$ cat config.mk
export PLATFORM = sky130hd
export DESIGN_NAME = seq_restoring_divider
export DESIGN_NICKNAME = d
export VERILOG_FILES = /design/src/rtl/seq_restoring_divider.sv
export SDC_FILE = /design/constraint.sdc
export NUM_CORES = 1
export LEC_CHECK = 0
export CORE_ASPECT_RATIO = 1.1
export CORE_MARGIN = 2
export CORE_UTILIZATION = 45
export CTS_CLUSTER_SIZE = 14
export DETAILED_ROUTE_END_ITERATION = 10
export GPL_TIMING_DRIVEN = 0
export PLACE_DENSITY = 0.78
export RECOVER_POWER = 100
export SETUP_SLACK_MARGIN = 0.5
export SLEW_MARGIN = 20
export SYNTH_ARGS = -nofsm -noshare
export SYNTH_HDL_FRONTEND = slang
export SYNTH_SLANG_ARGS = --single-unit
$ cat constraint.sdc
create_clock -name clk -period 12.8 [get_ports clk]
set_input_delay 3.2 -clock clk [delete_from_list [all_inputs] [get_ports clk]]
set_output_delay 3.2 -clock clk [all_outputs]
set_load 0.01 [all_outputs]
$ cat src/rtl/seq_restoring_divider.sv
// Iterative unsigned restoring divider: one quotient bit per clock using a
// (WIDTH+1)-bit ripple-carry trial subtract (A + ~B + 1). Start/Ready/Valid
// handshake; divide-by-zero returns all-ones quotient and the dividend as
// remainder with single-cycle latency.
module seq_restoring_divider #(
    parameter int unsigned WIDTH = 32
) (
    input  logic             clk,
    input  logic             rst,
    input  logic             Start,
    input  logic [WIDTH-1:0] Dividend,
    input  logic [WIDTH-1:0] Divisor,
    output logic             Ready,
    output logic             Valid,
    output logic [WIDTH-1:0] Quotient,
    output logic [WIDTH-1:0] Remainder,
    output logic             Div_By_Zero
);

    localparam int unsigned CNT_W = $clog2(WIDTH + 1);
    localparam logic [CNT_W-1:0] LastCnt = CNT_W'(WIDTH - 1);

    typedef enum logic [1:0] {StIdle, StRun, StDone} state_e;

    state_e           state_q, state_d;
    logic [WIDTH-1:0] p_q, p_d;        // partial remainder
    logic [WIDTH-1:0] q_q, q_d;        // dividend shifting out, quotient shifting in
    logic [WIDTH-1:0] d_q, d_d;        // latched divisor
    logic [CNT_W-1:0] cnt_q, cnt_d;
    logic [WIDTH-1:0] quo_q, quo_d;
    logic [WIDTH-1:0] rem_q, rem_d;
    logic             dbz_q, dbz_d;

    logic [WIDTH:0]   sub_a, sub_b, sub_t;
    logic [WIDTH+1:0] carry;
    logic             no_borrow;

    // Trial subtract {P, Q msb} - {0, D} as an explicit ripple-carry chain.
    always_comb begin
        sub_a    = {p_q, q_q[WIDTH-1]};
        sub_b    = ~{1'b0, d_q};
        sub_t    = '0;
        carry    = '0;
        carry[0] = 1'b1;
        for (int i = 0; i <= WIDTH; i++) begin
            sub_t[i]     = sub_a[i] ^ sub_b[i] ^ carry[i];
            carry[i + 1] = (sub_a[i] & sub_b[i]) | (sub_a[i] & carry[i]) |
                           (sub_b[i] & carry[i]);
        end
        no_borrow = carry[WIDTH + 1];
    end

    // Next-state and datapath update; result registers change only on entry to DONE.
    always_comb begin
        state_d = state_q;
        p_d     = p_q;
        q_d     = q_q;
        d_d     = d_q;
        cnt_d   = cnt_q;
        quo_d   = quo_q;
        rem_d   = rem_q;
        dbz_d   = dbz_q;
        unique case (state_q)
            StIdle, StDone: begin
                state_d = StIdle;
                if (Start) begin
                    if (Divisor != '0) begin
                        d_d     = Divisor;
                        p_d     = '0;
                        q_d     = Dividend;
                        cnt_d   = '0;
                        state_d = StRun;
                    end else begin
                        quo_d   = '1;
                        rem_d   = Dividend;
                        dbz_d   = 1'b1;
                        state_d = StDone;
                    end
                end
            end
            StRun: begin
                if (no_borrow) begin
                    p_d = sub_t[WIDTH-1:0];
                    q_d = {q_q[WIDTH-2:0], 1'b1};
                end else begin
                    p_d = {p_q[WIDTH-2:0], q_q[WIDTH-1]};
                    q_d = {q_q[WIDTH-2:0], 1'b0};
                end
                cnt_d = cnt_q + CNT_W'(1);
                if (cnt_q == LastCnt) begin
                    quo_d   = q_d;
                    rem_d   = p_d;
                    dbz_d   = 1'b0;
                    state_d = StDone;
                end
            end
            default: state_d = StIdle;
        endcase
    end

    // State registers with synchronous reset; reset aborts any operation in flight.
    always_ff @(posedge clk) begin
        if (rst) begin
            state_q <= StIdle;
            p_q     <= '0;
            q_q     <= '0;
            d_q     <= '0;
            cnt_q   <= '0;
            quo_q   <= '0;
            rem_q   <= '0;
            dbz_q   <= 1'b0;
        end else begin
            state_q <= state_d;
            p_q     <= p_d;
            q_q     <= q_d;
            d_q     <= d_d;
            cnt_q   <= cnt_d;
            quo_q   <= quo_d;
            rem_q   <= rem_d;
            dbz_q   <= dbz_d;
        end
    end

    assign Ready       = (state_q != StRun);
    assign Valid       = (state_q == StDone);
    assign Quotient    = quo_q;
    assign Remainder   = rem_q;
    assign Div_By_Zero = dbz_q;

endmodule

==> results of run 1 <==
-- worst max-delay path by stage --
stage / startpoint / slack (ns) / depth (start not counted) / endpoint
global route: q_q[31]$_SDFFE_PP0P_ / -0.32 / 42 / Remainder[14]$_SDFFE_PP0P_
finish: q_q[31]$_SDFFE_PP0P_ / -0.14 / 40 / Remainder[21]$_SDFFE_PP0P_
CTS: q_q[31]$_SDFFE_PP0P_ / 0.13 / 42 / Remainder[14]$_SDFFE_PP0P_
detailed placement: q_q[31]$_SDFFE_PP0P_ / -0.07 / 40 / Remainder[12]$_SDFFE_PP0P_
floorplan: q_q[31]$_SDFFE_PP0P_ / 0.54 / 39 / Remainder[20]$_SDFFE_PP0P_
global placement: q_q[31]$_SDFFE_PP0P_ / -0.06 / 40 / Remainder[13]$_SDFFE_PP0P_
-- state kept, by name (all words and copies together) (netlist names) --
name / flops
Quotient: 32
q_q: 32
Remainder: 32
d_q: 32
Div_By_Zero: 1
state_q: 2
p_q: 32
cnt_q: 6
-- power groups by stage --
stage / Combinational, mW / Clock, mW / Sequential (mW)
2_1_floorplan: 0.476 / 0 / 0.613
3_3_place_gp: 0.607 / 0 / 0.620
3_5_place_dp: 0.631 / 0 / 0.622
4_1_cts: 1.31 / 0.530 / 0.623
5_1_grt: 1.71 / 0.559 / 0.637
6_report: 1.66 / 0.539 / 0.633
-- cell type report --
cell class	instances	share of cell area (%)
flip-flops and latches	169	29.5
plain buffers	77	3.35
clock inverters	9	1.05
clock buffers	23	4.17
inverters	34	1.11
well taps	234	2.55
multi-input cells	604	41.1
repair buffers	187	17.1
-- cells by family after synthesis --
logic type,Yosys count,synth area share (%)
xor+xnor,1,0.111
simple gates,324,18.4
fa+ha+maj,33,8.15
flops,169,42.7
compound gates,216,20.6
buf+inv,111,6.27
mux,30,3.80
-- what timing repair did --
| action | CTS | global route |
|---|---|---|
| resized for setup | 104 | 56 |
| setup endpoints to repair | 66 | 66 |
| setup buffers | 37 | 14 |
| gates cloned | 3 | 0 |
| pin swaps | 28 | 10 |
-- worst register-to-register path: cells and delay by family, from the launching register on --
family	cells	cell delay, ns
AO/OA/AOI/OAI	4	0.53
adder cells (fa/ha/maj)	32	11.16
buffers and inverters	3	0.31
flip-flops	1	0.34
AND/OR/NAND/NOR	1	0.50
-- per-stage QoR --
stage / setup TNS, ns / utilization [%] / setup slack, ns
after floorplan: 0 / - / 0.538
after detailed placement: -1.09 / 56.3 / -0.0746
after global routing: -13.22 / 66.9 / -0.319
final: -2.11 / 66.9 / -0.140
after CTS: 0 / 65.0 / 0.128
after global placement: -0.457 / 56.3 / -0.0566
-- cell usage in the layout (no fill, tap or decap), types with 5 or more instances in the layout --
| cell | n |
|---|---|
| dfxtp_1 | 167 |
| nand2_1 | 113 |
| a21oi_1 | 85 |
| nor2_1 | 69 |
| dlygate4sd3_1 | 68 |
| nor3_1 | 66 |
| clkdlybuf4s50_1 | 65 |
| clkbuf_1 | 50 |
| buf_6 | 36 |
| nand3_1 | 34 |
| inv_1 | 32 |
| a211oi_1 | 31 |
| fa_2 | 31 |
| o221ai_2 | 28 |
| o2bb2ai_2 | 26 |
| mux2i_4 | 25 |
| nand2_2 | 19 |
| a21oi_2 | 17 |
| clkbuf_16 | 17 |
| buf_2 | 16 |
| buf_4 | 16 |
| o21ai_0 | 9 |
| buf_1 | 7 |
| buf_12 | 6 |
| clkinv_2 | 6 |
| nor4_2 | 5 |
-- layer usage --
metal	global-route usage, %	wire length, µm
met1	34.0	10700
met2	46.1	13500
met3	5.32	2120
met4	11.9	1440
met5	0	0
==> impl_results.md, run 1 <==
- Pin count of the biggest net entering global routing: 17
- Avg Inst Size Synth: 8.97 µm²
- Cell Int Power: 1.84 mW
- CTS tree: built
- Biggest area consumer among synthesized cells: dfxtp_1
- DRC Markers: 0
- Worst path most repeated cell: fa_2
- Area contributors post-synth: dfxtp_1 43%, fa_1 7.8%, nand2_1 6.3%, a21oi_1 5.7%, o221ai_2 4.9%
- Layout Nets: around 1.2k
- HP Start: d_q[11]$_SDFFE_PP0P_
- CP Launch Type: flip-flop
- Vias in the first global route: 7486
- Leakage: roughly 4.2 nW
- IO Pins: 134
- Hold WS: between 0.4 and 0.5 ns
- Gp weighted congestion: 0.920
- Chip Height: 143 µm
- Post-Syn Area: 0.00793 mm²
- Share of post-route cells with drive strength above 1: between 20% and 30%
- Slew HR: -33.7%
- Clock share of power: 19.1%
- R2R Setup Slk: -0.14 ns
- Worst setup margin: -0.140 ns
- Clk Latency, worst-skew pair: between 0.4 and 0.5 ns
- Maxcap violations: 1
- Vias per inst: 5.88
- Total grt overflow: 0
- P&R area growth vs syn: 44.6%
- Buffers added on ports: 133
- CP Capture Type: flip-flop
- Worst r2r path cells: 40
- Sequential fraction of the synthesis area: 42.7%
- Reg2reg start: q_q[31]$_SDFFE_PP0P_
- Area after DPL: 0.00965 mm²
- Synth Instances: 884
- Worst Hold Depth: 2
- DRT antenna net count: 0
- Pwr Total: 2.83 mW
- FF+latch count, synth: about 170
- Core box area: 0.0171 mm²
- Cell area after layout: 0.0115 mm²
- CP Max Fanout: 5
- CP max stage cell: or3b_2
- Worst Clk Skew: approximately 0.014 ns
- Filler cells: between 1k and 1.5k
- Kind of critical path: reg2reg
- Crit-path max cell delay: 0.50 ns
- Outcome: complete, but fails checks
- Final min period: 12.94 ns
- First-pass GRT wire length: roughly 40 mm
- Reg2Reg Capture Point: Remainder[21]$_SDFFE_PP0P_
- Power per cell area: 247 mW/mm²
- Clock sinks: 169
- Root buffer cell: clkbuf_16
- Worst-Margin Slew: 1.99 ns
- Max-slew violation count: 10
- First drt pass iteration count: 7
- Share of power burned in combinational logic: 58.5%
- CTS clk-pin slew, worst paths: 0.06 ns
- Worst hold path class: reg2reg
- WL final: 27.7 mm
- Failing checks: capacitance limit, slew limit, setup timing
- Final hold vios: 0
- Htree depth: 4
- Initial antenna violation count: 0
- Worst Path Buf+Inv: 3
- Final setup fails: 36
- Area of the multi-input gates: 0.00472 mm²
- Sw Ratio: 34.9%
- Reg area: 0.00339 mm²
- Post-DP HPWL: 16.5 mm
- Ys flop type: dfxtp_1
- Horiz. Die Dim: 131 µm
- Initial Util: 46.2%
- Post-cts hold buffer count: 0
- CP delay by family, top: adder cells
- Commonest cells in the netlist: 169 x dfxtp_1, 132 x nand2_1, 90 x a21oi_1
- Routed len/inst: 20.7 µm
- Yosys cell types: 40
- Seq pwr share: 22.4%
- Final Cycle Share: 101%
- Num CTS Buffers: 17
- ANT cells: 0
- Cell Rows: 50
- RSZ-0062 raised after global routing: true
- WP data arrival: 13.30 ns
- GRT Total Usage: 27.4%
- CP Data Required Time: 13.16 ns
- CTS Buffer Depth: 2
- Count leader, synth: dfxtp_1
- Worst hold endpoint: d_q[11]$_SDFFE_PP0P_
- Async set or reset register ratio after synthesis: 0%
- FMAX: 0.0773 GHz
- Net Sw Power: 0.988 mW
- Syn_nets: roughly 1000
- Fin cells: 1337
- Synth top area share: 42.7%
- Post-synth EDFFs: 0
- DR vias: 7859
- Yosys Warn Count: 0
- Placed Cells incl. Taps: around 1.3k
- Full die area: 0.0187 mm²
- Peak VDD IR: 146 µV
- Initial DRC Count: 719
No activity file was read; power rests on OpenSTA's default activity.
==> inputs of run 2 (changes only) <==
Settings changed: CORE_MARGIN 2 to 10, GPL_ROUTABILITY_DRIVEN set to 0.
==> run 2 against run 1 <==
  * The flow still finishes with violations (capacitance limit, slew limit, setup timing)
  * Flip-flop and latch count did not move
  * Combinational power fell by 14%
  * Sequential power barely moved
  * Worst hold slack got worse by 0.0028 ns
  * Global-route usage fell by 6.9 points
  * Core utilization fell by 1.6 points
  * Via count fell by 3.6%
==> impl_results.md, run 2 (synthesis gave the netlist of run 1 again) <==
- CP Max Fanout: 5 (unchanged)
- Final Cycle Share: 101% (about the same)
- Pin count of the biggest net entering global routing: 17 (unchanged)
- Post-cts hold buffer count: 0 (unchanged)
- CP Launch Type: flip-flop (unchanged)
- DRC Markers: 0 (unchanged)
- CP Capture Type: flip-flop (unchanged)
- Vias in the first global route: 7265 (was 7486)
- Critical path origin: q_q[31]$_SDFFE_PP0P_ (unchanged)
- DR vias: 7575 (was 7859)
- IO Pins: 134 (unchanged)
- Crit-path max cell delay: 0.40 ns (was 0.50 ns)
- Commonest non-fill, non-tap cells in the layout: 167 x dfxtp_1, 119 x nand2_1, 87 x a21oi_1 (was 167 x dfxtp_1, 113 x nand2_1, 85 x a21oi_1)
- GRT Total Usage: 20.4% (was 27.4%)
- Full die area: 0.0233 mm² (was 0.0187 mm²)
- Final hold vios: 0 (unchanged)
- Clk Latency, worst-skew pair: 0.44 ns (was 0.45 ns)
- First-pass GRT wire length: 38.8 mm (was 39.5 mm)
- Setup TNS: -0.781 ns (was -2.11 ns)
- Worst-Margin Slew: 1.86 ns (was 1.99 ns)
- Initial Util: 46.2% (unchanged)
- CP max stage cell: fa_2 (was or3b_2)
- Final core occ: 65.2% (was 66.9%)
- Final min period: 12.89 ns (was 12.94 ns)
- Core box area: 0.0171 mm² (unchanged)
- Slew HR: -24.9% (was -33.7%)
- R2R Setup Slk: -0.09 ns (was -0.14 ns)
- Peak VDD IR: 135 µV (was 146 µV)
- Worst Clk Skew: 0.00870 ns (was 0.0145 ns)
- Worst setup margin: -0.0928 ns (was -0.140 ns)
- Cell area after layout: 0.0112 mm² (was 0.0115 mm²)
- Share of post-route cells with drive strength above 1: 21.8% (was 24.8%)
- Commonest non-fill, non-tap cell in the layout: dfxtp_1 (unchanged)
- Worst path most repeated cell: fa_2 (unchanged)
- Vias per inst: 5.77 (was 5.88)
- RSZ-0062 raised after global routing: true (unchanged)
- Root buffer cell: clkbuf_16 (unchanged)
- Clock sinks: 169 (unchanged)
- Buffers added on ports: 133 (unchanged)
- Initial antenna violation count: 1 (was 0)
- Filler cells: 1283 (was 1284)
- Initial DRC Count: 742 (was 719)
- Max-slew violation count: 10 (unchanged)
- Leakage: 4.04 nW (was 4.20 nW)
- CTS clk-pin slew, worst paths: 0.07 ns (was 0.06 ns)
- Num CTS Buffers: 17 (unchanged)
- Critical Path Sink: Remainder[2]$_SDFFE_PP0P_ (was Remainder[21]$_SDFFE_PP0P_)
- Fin cells: 1313 (was 1337)
- Cell Rows: 50 (unchanged)
- Placed Cells incl. Taps: 1251 (unchanged)
- Reg2Reg Capture Point: Remainder[2]$_SDFFE_PP0P_ (was Remainder[21]$_SDFFE_PP0P_)
- FMAX: 0.0776 GHz (was 0.0773 GHz)
- Kind of critical path: reg2reg (unchanged)
- CP Data Required Time: 13.10 ns (was 13.16 ns)
- Final setup fails: 18 (was 36)
- DRT antenna net count: 0 (unchanged)
- Failing checks: capacitance limit, slew limit, setup timing (unchanged)
- WP data arrival: 13.19 ns (was 13.30 ns)
- Outcome: complete, but fails checks (unchanged)
- Htree depth: 4 (unchanged)
- Layout Nets: 1167 (was 1190)
- First drt pass iteration count: 6 (was 7)
- CTS tree: built (unchanged)
- Worst hold path class: reg2reg (unchanged)
- Power per cell area: 234 mW/mm² (was 247 mW/mm²)
- Post-DP HPWL: 17.4 mm (was 16.5 mm)
- WL final: 27.2 mm (was 27.7 mm)
- Maxcap violations: 1 (unchanged)
- Pwr Total: 2.62 mW (was 2.83 mW)
- Chip Height: 159 µm (was 143 µm)
- Reg2reg start: q_q[31]$_SDFFE_PP0P_ (unchanged)
- Area after DPL: 0.00965 mm² (unchanged)
- CTS Buffer Depth: 2 (unchanged)
- P&R area growth vs syn: 41.1% (was 44.6%)
- Horiz. Die Dim: 147 µm (was 131 µm)
- Worst r2r path cells: 41 (was 40)
- Total grt overflow: 0 (unchanged)
- Routed len/inst: 20.7 µm (about the same)
## run 2: cell count changes in the layout (fill, tap and decap cells not counted), moves of 4 or more
cell       before  now
buf_4          16    9
clkinv_2        6    1
o21ai_0         9    5
buf_6          36   21
nand2_2        19   13
nand2_1       113  119
o2bb2ai_1       2   10
o21ai_1         0    4
o2bb2ai_2      26   18
## run 2: power breakdown
part	internal (mW)	leakage, nW	switching [mW]	total (mW)
clock network	0.345	0.301	0.212	0.557
registers	0.569	1.38	0.0624	0.631
logic	0.798	2.37	0.632	1.43
total	1.71	4.04	0.907	2.62
## run 2: timing repair
item                                    CTS  global route
resized for setup                        64            73
pin swaps                                15            15
buffers inserted                         14            14
gates cloned                              1             2
endpoints found under the setup margin   66            66
## run 2: layer usage
layer / GRT usage, % / share of wire [%]
met5: 0 / 0
met4: 8.79 / 3.9
met3: 4.74 / 7.8
met2: 34.6 / 50
met1: 24.2 / 39
## run 2: layout make-up
type                       count  area, µm²  share of cell area [%]
timing repair buffer         164       1700                    15.2
antenna                        1       2.50                  0.0224
clock buffer                  23        488                    4.36
inverter                      34        128                    1.14
tap                          234        293                    2.62
sequential                   169       3390                    30.3
buffer                        77        377                    3.37
clock inverter                 7        140                    1.25
multi-input combinational    604       4670                    41.7
## run 2: through the flow
stage | hold WS [ns] | worst slack, ns
3_3_place_gp | 0.442 | -0.0514
5_1_grt | 0.479 | -0.257
2_1_floorplan | 0.436 | 0.538
4_1_cts | 0.456 | 0.123
6_report | 0.455 | -0.0928
3_5_place_dp | 0.448 | -0.0811
## run 2: worst min path at each step
stage                              from                        to  slack [ns]  cells after the start
2_1_floorplan      d_q[10]$_SDFFE_PP0P_      d_q[10]$_SDFFE_PP0P_        0.44                      2
3_3_place_gp        d_q[4]$_SDFFE_PP0P_       d_q[4]$_SDFFE_PP0P_        0.44                      2
3_5_place_dp   Div_By_Zero$_SDFFE_PP0P_  Div_By_Zero$_SDFFE_PP0P_        0.45                      2
4_1_cts             d_q[1]$_SDFFE_PP0P_       d_q[1]$_SDFFE_PP0P_        0.46                      2
5_1_grt             d_q[5]$_SDFFE_PP0P_       d_q[5]$_SDFFE_PP0P_        0.48                      2
6_report           d_q[14]$_SDFFE_PP0P_      d_q[14]$_SDFFE_PP0P_        0.45                      2
## run 2: worst max-delay path: cells and delay by family (launching register included)
| family | cells | cell delay, ns |
|---|---|---|
| AO/OA/AOI/OAI | 2 | 0.21 |
| buffers and inverters | 4 | 0.40 |
| multiplexers | 1 | 0.31 |
| AND/OR/NAND/NOR | 2 | 0.32 |
| flip-flops | 1 | 0.34 |
| adder cells (fa/ha/maj) | 32 | 11.15 |
==> inputs of run 3 (changes only) <==
Settings changed: PLACE_DENSITY 0.78 to 0.75, RECOVER_POWER 100 to unset.
Clock period 12.8 ns to 15.31 ns, I/O delays scaled along.
==> run 3 against run 2 <==
  * Register-to-register slack improved by 1.0 ns
  * Sequential share of layout area rose by 3.1 points
  * Largest cell class unchanged
  * Via count fell by 9.7%
  * The run now ends clean
  * Clock power fell by 25%
  * Die area did not move
  * Largest power group is now sequential cells
==> impl_results.md, run 3 (synthesis gave the netlist of run 1 again) <==
- CP delay by family, top: adder cells (unchanged)
- Worst path depth: 40 (was 41)
- Maxcap violations: 0 (was 1)
- Total grt overflow: 0 (unchanged)
- Setup TNS: 0 ns (was -0.781 ns)
- Pin count of the biggest net entering global routing: 17 (unchanged)
- Worst hold path class: reg2reg (unchanged)
- Post-CTS setup buffers: 0 (was 14)
- Max-slew violation count: 0 (was 10)
- Layout Nets: 1136 (was 1167)
- Fin cells: 1282 (was 1313)
- First drt pass iteration count: 6 (unchanged)
- Leakage: 3.65 nW (was 4.04 nW)
- Initial Util: 46.2% (unchanged)
- Worst-Margin Slew: 0.719 ns (was 1.86 ns)
- Full die area: 0.0233 mm² (unchanged)
- Kind of critical path: reg2reg (unchanged)
- Placed Cells incl. Taps: 1251 (unchanged)
- WL final: 22.2 mm (was 27.2 mm)
- Worst Clk Skew: 0.0100 ns (was 0.00870 ns)
- Clk Latency, worst-skew pair: 0.43 ns (was 0.44 ns)
- Initial DRC Count: 387 (was 742)
- Final Cycle Share: 93.8% (was 101%)
- Chip Height: 159 µm (unchanged)
- Share of post-route cells with drive strength above 1: 10.9% (was 21.8%)
- Peak VDD IR: 94.0 µV (was 135 µV)
- Clock sinks: 169 (unchanged)
- Final setup fails: 0 (was 18)
- Worst Path Buf+Inv: 3 (was 4)
- Crit-path max cell delay: 0.48 ns (was 0.40 ns)
- Final min period: 14.36 ns (was 12.89 ns)
- Area after DPL: 0.00955 mm² (was 0.00965 mm²)
- Buffers added on ports: 133 (unchanged)
- WP data arrival: 14.66 ns (was 13.19 ns)
- Num CTS Buffers: 17 (unchanged)
- GRT Total Usage: 19.2% (was 20.4%)
- DR vias: 6839 (was 7575)
- Routed len/inst: 17.3 µm (was 20.7 µm)
- Htree depth: 4 (unchanged)
- CP max stage cell: fa_1 (was fa_2)
- CTS tree: built (unchanged)
- CP Capture Type: flip-flop (unchanged)
- P&R area growth vs syn: 27.8% (was 41.1%)
- Worst r2r path cells: 40 (was 41)
- Vias in the first global route: 6890 (was 7265)
- DRC Markers: 0 (unchanged)
- DRT antenna net count: 0 (unchanged)
- Final hold vios: 0 (unchanged)
- Root buffer cell: clkbuf_16 (unchanged)
- Cell area after layout: 0.0101 mm² (was 0.0112 mm²)
- Power per cell area: 141 mW/mm² (was 234 mW/mm²)
- Slew HR: 51.9% (was -24.9%)
- Initial antenna violation count: 1 (unchanged)
- Core box area: 0.0171 mm² (unchanged)
- CP Max Fanout: 10 (was 5)
- CP Data Required Time: 15.61 ns (was 13.10 ns)
- Commonest non-fill, non-tap cells in the layout: 169 x dfxtp_1, 133 x clkdlybuf4s50_1, 132 x nand2_1 (was 167 x dfxtp_1, 119 x nand2_1, 87 x a21oi_1)
- Commonest non-fill, non-tap cell in the layout: dfxtp_1 (unchanged)
- CTS Buffer Depth: 2 (unchanged)
- Cell Rows: 50 (unchanged)
- CP Launch Type: flip-flop (unchanged)
- Horiz. Die Dim: 147 µm (unchanged)
- IO Pins: 134 (unchanged)
- Outcome: finished, final reports clean (was complete, but fails checks)
- Vias per inst: 5.33 (was 5.77)
- Hold WS: 0.452 ns (was 0.455 ns)
- Worst Hold Depth: 2 (unchanged)
- Worst path most repeated cell: fa_1 (was fa_2)
- First-pass GRT wire length: 36.7 mm (was 38.8 mm)
- RSZ-0062 raised after global routing: true (unchanged)
- Post-DP HPWL: 17.5 mm (was 17.4 mm)
- FMAX: 0.0696 GHz (was 0.0776 GHz)
- CTS clk-pin slew, worst paths: 0.06 ns (was 0.07 ns)
==> run 3: what timing repair did <==
action / 4_1_cts / 5_1_grt
hold buffers: 0 / 0
hold endpoints to repair: 0 / 0
endpoints found under the setup margin: 0 / 28
resized for setup: 0 / 5
==> run 3: area by class of cell <==
type / instances / area (µm²)
Fill cell: 1584 / 7010
Multi-Input combinational cell: 604 / 4060
Sequential cell: 169 / 3380
Timing Repair Buffer: 133 / 1330
Clock buffer: 22 / 464
Buffer: 77 / 374
Tap cell: 234 / 293
Inverter: 34 / 128
Clock inverter: 8 / 97.6
Antenna cell: 1 / 2.50
==> run 3: power breakdown <==
group	internal, mW	leakage, nW	switching, mW
Clock	0.246	0.268	0.174
Sequential	0.476	1.37	0.0335
Combinational	0.221	2.01	0.275
==> run 3: per-stage QoR <==
step | setup slack, ns | utilization [%] | power, mW
2_1_floorplan | 1.88 | - | 0.869
3_3_place_gp | 0.967 | 55.7 | 0.984
3_5_place_dp | 0.912 | 55.7 | 0.999
4_1_cts | 0.854 | 59.0 | 1.42
5_1_grt | 0.439 | 59.1 | 1.51
6_report | 0.948 | 59.1 | 1.43
==> run 3: worst paths after layout <==
path                           endpoint  slack (ns)            startpoint
max          Remainder[27]$_SDFFE_PP0P_        0.95  q_q[31]$_SDFFE_PP0P_
max reg2reg  Remainder[27]$_SDFFE_PP0P_        0.95  q_q[31]$_SDFFE_PP0P_
min reg2reg        d_q[25]$_SDFFE_PP0P_        0.45  d_q[25]$_SDFFE_PP0P_
min                d_q[25]$_SDFFE_PP0P_        0.45  d_q[25]$_SDFFE_PP0P_
==> run 3: per-layer routing <==
metal  part of all wire (%)  vias up  global-route usage (%)
met1                     44     3205                    23.7
met5                      0        -                       0
met2                     48      192                    32.0
met4                    2.6        0                    7.92
li1                       -     3411                       -
met3                    5.4       31                    3.89
==> run 3: worst min-delay path, stage by stage (launching register included) <==
cell and delay [ns]:
dfxtp_1 0.30, nand2_1 0.05, a21oi_1 0.05
==> edit 1, RTL diff (flow settings as in run 1) <==
Make the reset (`rst`) asynchronous in one clocked block. Comments in the files are not updated.
--- a/src/rtl/seq_restoring_divider.sv
+++ b/src/rtl/seq_restoring_divider.sv
@@ -99,7 +99,7 @@
     end
 
     // State registers with synchronous reset; reset aborts any operation in flight.
-    always_ff @(posedge clk) begin
+    always_ff @(posedge clk or posedge rst) begin
         if (rst) begin
             state_q <= StIdle;
             p_q     <= '0;
Formal check against the unedited RTL: differs if rst is asserted again (counterexample within 4 cycles, from zero or initial values and one cycle with rst high); with rst held inactive, the same outputs for 4 cycles.
==> edit 1 against run 1 <==
The run still ends with capacitance limit, slew limit, setup timing left. Area after synthesis is 3.7% higher. Power is 53% higher. Setup slack better by 4.1 ps. Largest cell class unchanged. Routed wire length is 9.4% lower. Largest power group unchanged. Cell area is 0.87% higher. Count of clock-buffer cells in the layout is 2 higher. Sequential cell count stayed put. Synthesized cell count is 18% lower. Critical endpoint is now Remainder[15].
==> edit 1: results (changes against run 1) <==
outcome finished, violations left (unchanged); failing checks capacitance limit, slew limit, setup timing (unchanged); M3 GR Usage 0.0456 (was 0.0532); Logic power comb 2.73 mW (was 1.66 mW); VDD IR max 0.177 mV (was 0.146 mV); FILL cells 1213 (was 1284); placed cells 1097 (was 1251); dpl hpwl 15.5 mm (was 16.5 mm); seq_cells 169 (unchanged); top cells by count, synth dfrtp_1 (169), nand2_1 (135), o211ai_1 (62), mux2_2 (48), clkbuf_1 (42) (was dfxtp_1 (169), nand2_1 (132), a21oi_1 (90), nor2_1 (70), nor3_1 (64)); most common cell after layout, fill and taps aside dfrtp_1 (was dfxtp_1); setup ws final -136 ps (was -140 ps); Finish-stage setup viols 33 (was 36); Avg Cell Area, Syn 11.3 um2 (was 8.97 um2); Final Critical Period 12940 ps (about the same); non-clk buf share 0.178 (was 0.204); final-layout clock-cell area share 0.0519 (was 0.0522); WL met2 12.6 mm (was 13.5 mm); Largest stage delay, worst path 400 ps (was 500 ps); largest cells by area after synthesis dfrtp_1 (51%), fa_1 (7.6%), mux2_2 (6.6%) (was dfxtp_1 (43%), fa_1 (7.8%), nand2_1 (6.3%)); Final Max Tran Viols 172 (was 10); vias in the first global route 6934 (was 7486); Hold Crit Endpoint Quotient[25] (was d_q[11]); Cell Area, Synth 8220 um2 (was 7930 um2); met2 Resource Use GR 0.415 (was 0.461); fraction of layout cells with a size suffix above 1 0.251 (was 0.248); worst hold slack 479 ps (was 458 ps); max-cap violations 2 (was 1); WL/cell 21.5 um (was 20.7 um); FF-to-FF End Remainder[15] (was Remainder[21]); post-synthesis mux area share 0.127 (was 0.0380); non-clock buffer count 229 (was 264); #MultiIn Comb 463 (was 604); Setup TNS Final -2620 ps (was -2110 ps); Seq/total area 0.366 (was 0.295); drt pass-1 iters 5 (was 7); inverter count 35 (was 34)
[edit 1: cell count changes in the layout (fill, tap and decap cells not counted), moves of 31 or more]
cell      delta
nand3_1     -32
nor3_1      -65
a211oi_1    -31
nor2_1      -67
o22a_1      +31
mux2_2      +43
dfrtp_1    +169
o211ai_1    +62
a21oi_1     -85
dfxtp_1    -167
[edit 1: how the worst max path moves through the flow]
stage / start / to / slack [ps] / depth (start not counted)
after global routing: q_q[31] / Remainder[17] / -310 / 40
after floorplan: q_q[31] / Remainder[10] / 520 / 39
final: q_q[31] / Remainder[15] / -140 / 40
after CTS: q_q[31] / Remainder[21] / 30 / 40
after global placement: q_q[31] / Remainder[8] / -80 / 39
after detailed placement: q_q[31] / Remainder[8] / -130 / 39
[edit 1: what timing repair did]
action / in CTS / in global routing
hold buffers: 0 / 0
pin swaps: 6 / 5
gates resized for setup: 105 / 59
endpoints found under the setup margin: 65 / 66
cloned: 3 / 0
buffers inserted: 24 / 10
==> edit 2, RTL diff (flow settings as in run 1) <==
Made on the original files. `WIDTH`: 32 -> 64.
--- a/src/rtl/seq_restoring_divider.sv
+++ b/src/rtl/seq_restoring_divider.sv
@@ -3,7 +3,7 @@
 // handshake; divide-by-zero returns all-ones quotient and the dividend as
 // remainder with single-cycle latency.
 module seq_restoring_divider #(
-    parameter int unsigned WIDTH = 32
+    parameter int unsigned WIDTH = 64
 ) (
     input  logic             clk,
     input  logic             rst,
Ports: changed (resized Dividend, Divisor, Quotient and Remainder); port bits go from 134 to 262. No check against the original RTL was run, so the function may have changed too.
==> edit 2 against run 1 <==
The flow finishes with violations (setup timing). Combinational power rose to 2.5 times the old value. Power is 130% higher. Routed wire length rose by 93%. Sequential cell count increased by 161. Cell area is 85% higher. Setup slack got worse by 11000 ps. Synthesized cell count up 110%. Area after synthesis rose by 98%. Critical path type unchanged.
==> edit 2: results (changes against run 1) <==
relative slew slack 0.312 (was -0.337); Largest stage delay, worst path 390 ps (was 500 ps); initial drt markers 1306 (was 719); critical path fanouts, max 8 (was 5); WP data arrival 24490 ps (was 13300 ps); drt total wl 53.4 mm (was 27.7 mm); gpl congestion 0.945 (was 0.920); outcome finished, violations left (unchanged); Nets 2362 (was 1190); CTS buffer count 36 (was 17); Via-to-Cell Ratio 5.61 (was 5.88); VDD IR max 0.216 mV (was 0.146 mV); PortBufs 260 (was 133); failing checks setup timing (was capacitance limit, slew limit, setup timing); via count 14700 (was 7859); Finish-stage setup viols 130 (was 36); setup ws final -11290 ps (was -140 ps); total track usage 0.279 (was 0.274); Synth Area in XOR/XNOR 0 (was 0.00110); sequential element share of the synthesized area 0.422 (was 0.427); drt pass-1 iters 8 (was 7); largest cells by area after synthesis dfxtp_1 (42%), nor2_1 (11%), fa_1 (8.1%) (was dfxtp_1 (43%), fa_1 (7.8%), nand2_1 (6.3%)); pin count of the biggest net entering global routing 14 (was 17); fraction of layout cells with a size suffix above 1 0.111 (was 0.248); Clock Latency Late Sink 530 ps (was 450 ps); Synth Area in Compound Gates 0.121 (was 0.206); GR Layer Usage met1 0.351 (was 0.340); met2 Resource Use GR 0.475 (was 0.461); Synth Instances 1836 (was 884)
-- edit 2: cell types whose count changed after synthesis, moves of 57 or more --
cell and change:
nand2b_1 +62, clkbuf_1 +57, mux2i_1 +97, nor2_1 +376, dfxtp_1 +161, a211o_1 +63
nor4_1 +77, a31oi_1 +61
-- edit 2: power by group through the flow --
| stage | Combinational (mW) | Sequential, mW | Clock [mW] |
|---|---|---|---|
| after global placement | 2.07 | 1.27 | 0 |
| after CTS | 3.07 | 1.27 | 1.02 |
| final | 4.22 | 1.29 | 1.02 |
| after detailed placement | 2.14 | 1.27 | 0 |
| after global routing | 4.41 | 1.31 | 1.06 |
| after floorplan | 1.62 | 1.25 | 0 |
-- edit 2: worst paths after layout --
kind,startpoint,to,slack (ps),cells past startpoint
max,q_q[63],p_q[36],-11290,73
max reg2reg,q_q[63],p_q[36],-11290,73
min reg2reg,d_q[3],d_q[3],460,2
min,d_q[3],d_q[3],460,2
-- edit 2: area by class of cell --
type | instances | area [um2]
fillers | 2825 | 13100
clock buffers | 52 | 1050
flip-flops and latches | 330 | 6610
inverters | 66 | 248
well taps | 438 | 548
repair buffers | 292 | 2990
clock inverters | 6 | 66.3
diodes | 3 | 7.51
plain buffers | 158 | 778
multi-input cells | 1282 | 8920
-- edit 2: metrics by stage --
step	TNS [ps]	worst slack [ps]	cell area (um2)	hold slack, ps
6_report	-1448510	-11290	21200	459
2_1_floorplan	-1327100	-10260	15900	436
3_3_place_gp	-1433650	-11190	19000	443
5_1_grt	-1494620	-11660	21200	476
4_1_cts	-1425400	-11050	20700	456
3_5_place_dp	-1436210	-11200	19000	447
-- edit 2: worst register-to-register path, delay by kind of cell, from the launching register on --
kind / cells / cell delay [ps]
multiplexers: 1 / 260
flip-flops: 1 / 360
adder cells (fa/ha/maj): 64 / 22360
AND/OR/NAND/NOR: 3 / 330
buffers and inverters: 4 / 480
AO/OA/AOI/OAI: 1 / 220
-- edit 2: cells by family after synthesis --
group,count (synthesis)
mux,127
simple gates,812
fa+ha+maj,65
compound gates,278
buf+inv,224
flops,330
-- edit 2: repair_timing --
action,4_1_cts,5_1_grt
pin swaps,2,8
hold endpoints to repair,0,0
gates resized for setup,84,60
setup buffers,4,22
endpoints found under the setup margin,130,130
cloned,2,4
-- edit 2: metal layers --
metal,share of wire,routed length [um],up-vias
li1,-,-,6912
met1,0.40,21600,7080
met2,0.48,25500,620
met3,0.077,4110,130
met4,0.041,2170,2
met5,0.00024,13,-
